<file path="src/rtl/alu_pkg.sv">
// Shared encodings for the ALU sequencer.
// Op codes, FSM states and flag bit positions.
package alu_pkg;

  localparam logic [1:0] OP_ADD = 2'b00;
  localparam logic [1:0] OP_SUB = 2'b01;
  localparam logic [1:0] OP_MUL = 2'b10;
  localparam logic [1:0] OP_RSV = 2'b11;

  typedef enum logic [2:0] {
    ST_IDLE,
    ST_ADD,
    ST_NEG,
    ST_MUL,
    ST_DONE
  } state_t;

  localparam int FLAG_Z = 3;
  localparam int FLAG_N = 2;
  localparam int FLAG_C = 1;
  localparam int FLAG_V = 0;

endpackage

</file>
<file path="src/rtl/rca.sv">
// 8-bit ripple-carry adder, carry-in tied low.
// Exposes sum, carry out and its own ZNCV view.
module rca
  import alu_pkg::*;
(
  input  logic [7:0] a,
  input  logic [7:0] b,
  output logic [7:0] sum,
  output logic       cout,
  output logic [3:0] flags
);

  logic c;

  // bitwise carry chain
  always_comb begin
    c   = 1'b0;
    sum = '0;
    for (int i = 0; i < 8; i++) begin
      sum[i] = a[i] ^ b[i] ^ c;
      c      = (a[i] & b[i]) | (c & (a[i] ^ b[i]));
    end
    cout = c;
  end

  // flags of the plain addition
  always_comb begin
    flags         = '0;
    flags[FLAG_Z] = (sum == 8'd0);
    flags[FLAG_N] = sum[7];
    flags[FLAG_C] = cout;
    flags[FLAG_V] = (a[7] == b[7]) & (sum[7] != a[7]);
  end

endmodule

</file>
<file path="src/rtl/alu_seq_ctrl.sv">
// Multi-cycle ADD/SUB/MUL sequencer around
// one shared ripple adder.
module alu_seq_ctrl
  import alu_pkg::*;
#(
  parameter int WIDTH = 8
) (
  input  logic               CLK,
  input  logic               RST,
  input  logic               in_valid,
  output logic               in_ready,
  input  logic [1:0]         op,
  input  logic [WIDTH-1:0]   operand_a,
  input  logic [WIDTH-1:0]   operand_b,
  output logic               out_valid,
  input  logic               out_ready,
  output logic [2*WIDTH-1:0] result,
  output logic [3:0]         flags,
  output logic               err
);

  localparam int MUL_ITERS = WIDTH;
  localparam int CW = $clog2(MUL_ITERS);

  state_t state, state_nx;

  logic [1:0]         op_q;
  logic [WIDTH-1:0]   a_q, b_q, hi, lo;
  logic [CW-1:0]      cnt;
  logic [2*WIDTH-1:0] res_q;
  logic [3:0]         flg_q;
  logic               err_q;

  logic [WIDTH-1:0]   add_x, add_y, sum;
  logic               cout;
  logic [3:0]         unused_flags;
  logic               is_sub, accept, last_iter;
  logic [WIDTH:0]     mul_cs;
  logic [2*WIDTH-1:0] prod_nx;
  logic [3:0]         alu_flg, mul_flg;

  assign is_sub    = (op_q == OP_SUB);
  assign in_ready  = (state == ST_IDLE) & ~RST;
  assign accept    = in_valid & in_ready;
  assign last_iter = (cnt == CW'(MUL_ITERS - 1));

  assign out_valid = (state == ST_DONE);
  assign result    = res_q;
  assign flags     = flg_q;
  assign err       = err_q;

  rca u_rca (
    .a     (add_x),
    .b     (add_y),
    .sum   (sum),
    .cout  (cout),
    .flags (unused_flags)
  );

  // operand select; hi doubles as t for SUB
  always_comb begin
    add_x = a_q;
    add_y = b_q;
    if (state == ST_NEG) begin
      add_x = ~b_q;
      add_y = WIDTH'(1);
    end else if (state == ST_MUL || is_sub) begin
      add_y = hi;
    end
  end

  // result flags and next shift-add product
  always_comb begin
    alu_flg         = '0;
    alu_flg[FLAG_Z] = (sum == '0);
    alu_flg[FLAG_N] = sum[WIDTH-1];
    alu_flg[FLAG_C] = cout;
    alu_flg[FLAG_V] = is_sub
      ? (a_q[WIDTH-1] != b_q[WIDTH-1]) & (sum[WIDTH-1] != a_q[WIDTH-1])
      : (a_q[WIDTH-1] == b_q[WIDTH-1]) & (sum[WIDTH-1] != a_q[WIDTH-1]);
    mul_cs  = lo[0] ? {cout, sum} : {1'b0, hi};
    prod_nx = {mul_cs, lo[WIDTH-1:1]};
    mul_flg         = '0;
    mul_flg[FLAG_Z] = (prod_nx == '0);
    mul_flg[FLAG_C] = |prod_nx[2*WIDTH-1:WIDTH];
  end

  // state register
  always_ff @(posedge CLK) begin
    if (RST) state <= ST_IDLE;
    else     state <= state_nx;
  end

  // next-state decode
  always_comb begin
    state_nx = state;
    unique case (state)
      ST_IDLE: begin
        if (accept) begin
          unique case (op)
            OP_ADD:  state_nx = ST_ADD;
            OP_SUB:  state_nx = ST_NEG;
            OP_MUL:  state_nx = ST_MUL;
            OP_RSV:  state_nx = ST_DONE;
            default: state_nx = ST_IDLE;
          endcase
        end
      end
      ST_NEG:  state_nx = ST_ADD;
      ST_ADD:  state_nx = ST_DONE;
      ST_MUL:  if (last_iter) state_nx = ST_DONE;
      ST_DONE: if (out_ready) state_nx = ST_IDLE;
      default: state_nx = ST_IDLE;
    endcase
  end

  // operand latch, shift register and result capture
  always_ff @(posedge CLK) begin
    if (RST) begin
      op_q  <= '0;
      a_q   <= '0;
      b_q   <= '0;
      hi    <= '0;
      lo    <= '0;
      cnt   <= '0;
      res_q <= '0;
      flg_q <= '0;
      err_q <= 1'b0;
    end else begin
      unique case (state)
        ST_IDLE: begin
          if (accept) begin
            op_q <= op;
            a_q  <= operand_a;
            b_q  <= operand_b;
            hi   <= '0;
            lo   <= operand_b;
            cnt  <= '0;
            if (op == OP_RSV) begin
              err_q <= 1'b1;
              res_q <= '0;
              flg_q <= '0;
            end
          end
        end
        ST_NEG: hi <= sum;
        ST_ADD: begin
          res_q <= {{WIDTH{1'b0}}, sum};
          flg_q <= alu_flg;
        end
        ST_MUL: begin
          hi  <= prod_nx[2*WIDTH-1:WIDTH];
          lo  <= prod_nx[WIDTH-1:0];
          cnt <= cnt + CW'(1);
          if (last_iter) begin
            res_q <= prod_nx;
            flg_q <= mul_flg;
          end
        end
        ST_DONE: if (out_ready) err_q <= 1'b0;
        default: ;
      endcase
    end
  end

endmodule

</file>
<file path="config.mk">
export PLATFORM = sky130hd
export DESIGN_NAME = alu_seq_ctrl
export DESIGN_NICKNAME = d
export VERILOG_FILES = /design/src/rtl/alu_pkg.sv /design/src/rtl/rca.sv /design/src/rtl/alu_seq_ctrl.sv
export SDC_FILE = /design/constraint.sdc
export NUM_CORES = 1
export LEC_CHECK = 0
export BUFFER_PORTS_ARGS = -buffer_cell sky130_fd_sc_hd__buf_2
export CORE_ASPECT_RATIO = 2
export CORE_MARGIN = 8
export CORE_UTILIZATION = 40
export DETAILED_ROUTE_END_ITERATION = 12
export SYNTH_ARGS = -nofsm -noshare
export SYNTH_HDL_FRONTEND = slang
export SYNTH_SLANG_ARGS = --single-unit
</file>
<file path="constraint.sdc">
create_clock -name CLK -period 7.8 [get_ports CLK]
set_input_delay 0.78 -clock CLK [delete_from_list [all_inputs] [get_ports CLK]]
set_output_delay 0.78 -clock CLK [all_outputs]
set_load 0.005 [all_outputs]
</file>
==> flow_metrics.tcl <==
set metrics [dict create \
    crit_type "flip-flop to flip-flop" \
    postRouteAntennaNets 0 \
    dp_worst_setup_slack_ns 2.27 \
    p_clk_share_pct 44.4 \
    worstReg2RegStart "state[1]$_SDFFE_PP0P_" \
    yosys_warnings 0 \
    synthDistinctLibCells 45 \
    drv_cap 0 \
    die_x_um 77.1 \
    worst_r2r_endpoint "flags[3]$_SDFFE_PP0P_" \
    met3_length_um 446 \
    cp.arrival_ns 5.89 \
    syn_inst 372 \
    drt_iter0_markers 232 \
    grt_overflow_total 0 \
    postSynthAreaPerCell_sq_um 8.03 \
    area_growth_pct 17.8 \
    finalMaxSlewViolations 0 \
    leakage_nw 1.43 \
    grt_pass1_vias 2667 \
    p_per_area_nw_per_um2 253 \
    internal-power_mw 0.656 \
    rows 44 \
    r2r_slack_ns 2.18 \
    hold_path_end "a_q[4]$_SDFFE_PP0P_" \
    syn-num-nets 407 \
    fmax_mhz 178 \
    ctsHoldBuffers 0 \
    crit_slowest_cell "nand3b_1" \
    drc_errors 0 \
    cts.sinks 61 \
    hold_viol 0 \
    worstHoldPathCells 2 \
    hold_class "flip-flop to flip-flop" \
    drive_above_1_share_pct 17.7 \
    fin_util_pct 48.4 \
    min_from "a_q[4]$_SDFFE_PP0P_" \
    dp_cells 485 \
    grt_pass1_wl_um 13300 \
    fin_tns_setup_ns 0 \
    dr.pass1.iters 5 \
    top_layer "met4" \
    die_height_um 138 \
    grt_max_degree 55 \
    clock_skew_ns 0.00375 \
    synth_seq_area_share_pct 40.9 \
    wl_met2_um 4110 \
    max_stage_delay_ns 0.63 \
    relSlewSlack_pct 47.1 \
    detail_route.wl_per_cell_um 16.4 \
    synthFlopType "dfxtp_1" \
    antennaDiodeCount 0 \
    seqPwrFrac_pct 39.5 \
    start_util_pct 41.1 \
    instances_no_fill 499 \
    viasPerCell 5.44 \
    die-area_sq_um 10700 \
    cts_tree "built" \
    synth-edff-count 0 \
    peakVddDrop_mv 0.142 \
    status "completed" \
    setup_viol_count_final 0 \
    htreeDepth 3 \
    gp_congestion 0.885 \
    coreArea_sq_um 7270 \
    clk_pin_slew_ns 0.05 \
    switching_share_pct 26.2 \
    path_cells "nand3b_1 > o21ai_2 > mux2i_1 > nand2_1 > ha_1 > inv_1 > fa_1 > inv_1 > fa_1 > inv_1 > fa_1 > fa_1 > fa_1 > inv_1 > fa_1 > inv_1 > fa_1 > nand2_1 > nor3_1 > a32oi_1 > nor2_1 > o221a_2" \
    fill_cells 775 \
    clock_latency_ns 0.33 \
    cp_max_fo 17 \
    root_buffer "clkbuf_16" \
    worst_slack_ns 2.18 \
    wl_um 8180 \
    power_frac_comb_pct 16.1 \
    pin_count 45 \
    netlist_area_sq_um 2990 \
    rsz0062_at_grt "false" \
    cts_setup_buffers 0 \
    vias 2714 \
    period_needed_ns 5.62 \
    async_flop_share_pct 0 \
    cts_buffers 9 \
    nNetsFinal 439 \
    grt_use_total_pct 15.7 \
    io_buffers 44 \
    p_sw_mw 0.233 \
    antenna_found_initial 0 \
    fin_crit_sh_pct 72.1 \
    ys_seq_elements 61 \
    crit_top_cell "fa_1" \
    cp-end-kind "flip-flop" \
    cts_resized 0 \
    cp.required_ns 8.07 \
    r2r_cells 22 \
    tightest_slew_ns 0.792 \
    place_hpwl_um 6290 \
    cts_buffer_depth 2 \
    p_total_mw 0.890 \
    start_kind "flip-flop" \
    wl_met1_um 3170 \
]
power by group through the flow:
stage	sequential, mW	clock (mW)	combinational (mW)
after detailed placement	0.358	0	0.143
after floorplan	0.348	0	0.106
final	0.352	0.395	0.143
after CTS	0.352	0.402	0.143
after global placement	0.357	0	0.141
after global routing	0.355	0.418	0.159
state kept, by name, summed over array words and instances (netlist names):
name and cells:
hi 8, op_q 2, state 3, a_q 8, flags 4, b_q 8
lo 8, result 16, cnt 3, err 1
cell families after synthesis:
logic type / count (synthesis) / synth area share, %
adder cells (fa/ha/maj): 13 / 7.21
buffers and inverters: 35 / 5.28
XOR/XNOR: 1 / 0.293
multiplexers: 12 / 4.23
AND/OR/NAND/NOR: 165 / 24.5
AO/OA/AOI/OAI: 85 / 17.6
flip-flops: 61 / 40.9
critical path, delay by kind of cell (launching register included):
kind                       cells  cell delay (ns)
adders and majority gates      8             2.58
AOI/OAI and AO/OA              3             0.82
muxes                          1             0.14
buffers and inverters          5             0.31
DFF                            1             0.58
and+or+nand+nor                5             1.14
how the worst max path moves through the flow:
stage / start / endpoint / slack, ns / depth (start not counted)
CTS: state[1]$_SDFFE_PP0P_ / flags[3]$_SDFFE_PP0P_ / 2.25 / 22
global placement: state[1]$_SDFFE_PP0P_ / flags[3]$_SDFFE_PP0P_ / 2.49 / 22
floorplan: state[2]$_SDFFE_PP0P_ / flags[3]$_SDFFE_PP0P_ / 3.16 / 24
detailed placement: state[1]$_SDFFE_PP0P_ / flags[3]$_SDFFE_PP0P_ / 2.27 / 22
finish: state[1]$_SDFFE_PP0P_ / flags[3]$_SDFFE_PP0P_ / 2.18 / 22
global route: state[1]$_SDFFE_PP0P_ / flags[3]$_SDFFE_PP0P_ / 1.72 / 22
layout by cell type (no fill, tap or decap), types with 9 or more instances in the layout:
| master | instances |
|---|---|
| nand2_1 | 79 |
| dfxtp_1 | 61 |
| a21oi_1 | 36 |
| nor2_1 | 47 |
| clkbuf_16 | 9 |
| buf_2 | 44 |
| nand3_1 | 11 |
| inv_1 | 10 |
| o21ai_0 | 13 |
Yosys cell counts, types with 2 or more instances:
cell type,number,area share (%)
a211oi_1,4,1.0
nand2_1,79,9.9
or3_1,2,0.42
nor3_1,8,1.3
o21ai_0,13,2.2
nor4_1,3,0.63
a311oi_1,3,0.88
or2_2,2,0.42
o22ai_1,4,0.84
dfxtp_1,61,41
clkbuf_1,15,1.9
nor2_1,47,5.9
mux2i_1,7,2.3
a221oi_1,4,1.2
ha_1,6,2.5
buf_6,2,0.75
buf_2,6,1.0
nand3b_1,2,0.50
a21oi_1,36,6.0
and2_1,3,0.63
fa_1,7,4.7
mux2_2,5,1.9
nand3_1,11,1.8
inv_1,10,1.3
a31oi_1,8,1.7
o211ai_1,5,1.3
area by class of cell:
class	instances	area, sq um	area share, %
clock buffers	13	270	7.68
flip-flops and latches	61	1220	34.7
inverters	10	37.5	1.07
multi-input cells	276	1610	45.7
repair buffers	46	235	6.69
well taps	92	115	3.27
clock inverters	1	30.0	0.854
layer usage:
metal | GRT usage (%) | vias to the layer above
met5 | 0 | -
met2 | 26.0 | 96
li1 | - | 1353
met3 | 4.42 | 22
met4 | 11.5 | 0
met1 | 16.3 | 1243
metrics by stage:
stage	hold WS (ns)	cell area (sq um)
global placement	0.443	3220
finish	0.452	3520
global route	0.474	3520
floorplan	0.434	2990
detailed placement	0.447	3220
CTS	0.454	3520
Power figures use the tool's default switching activity.
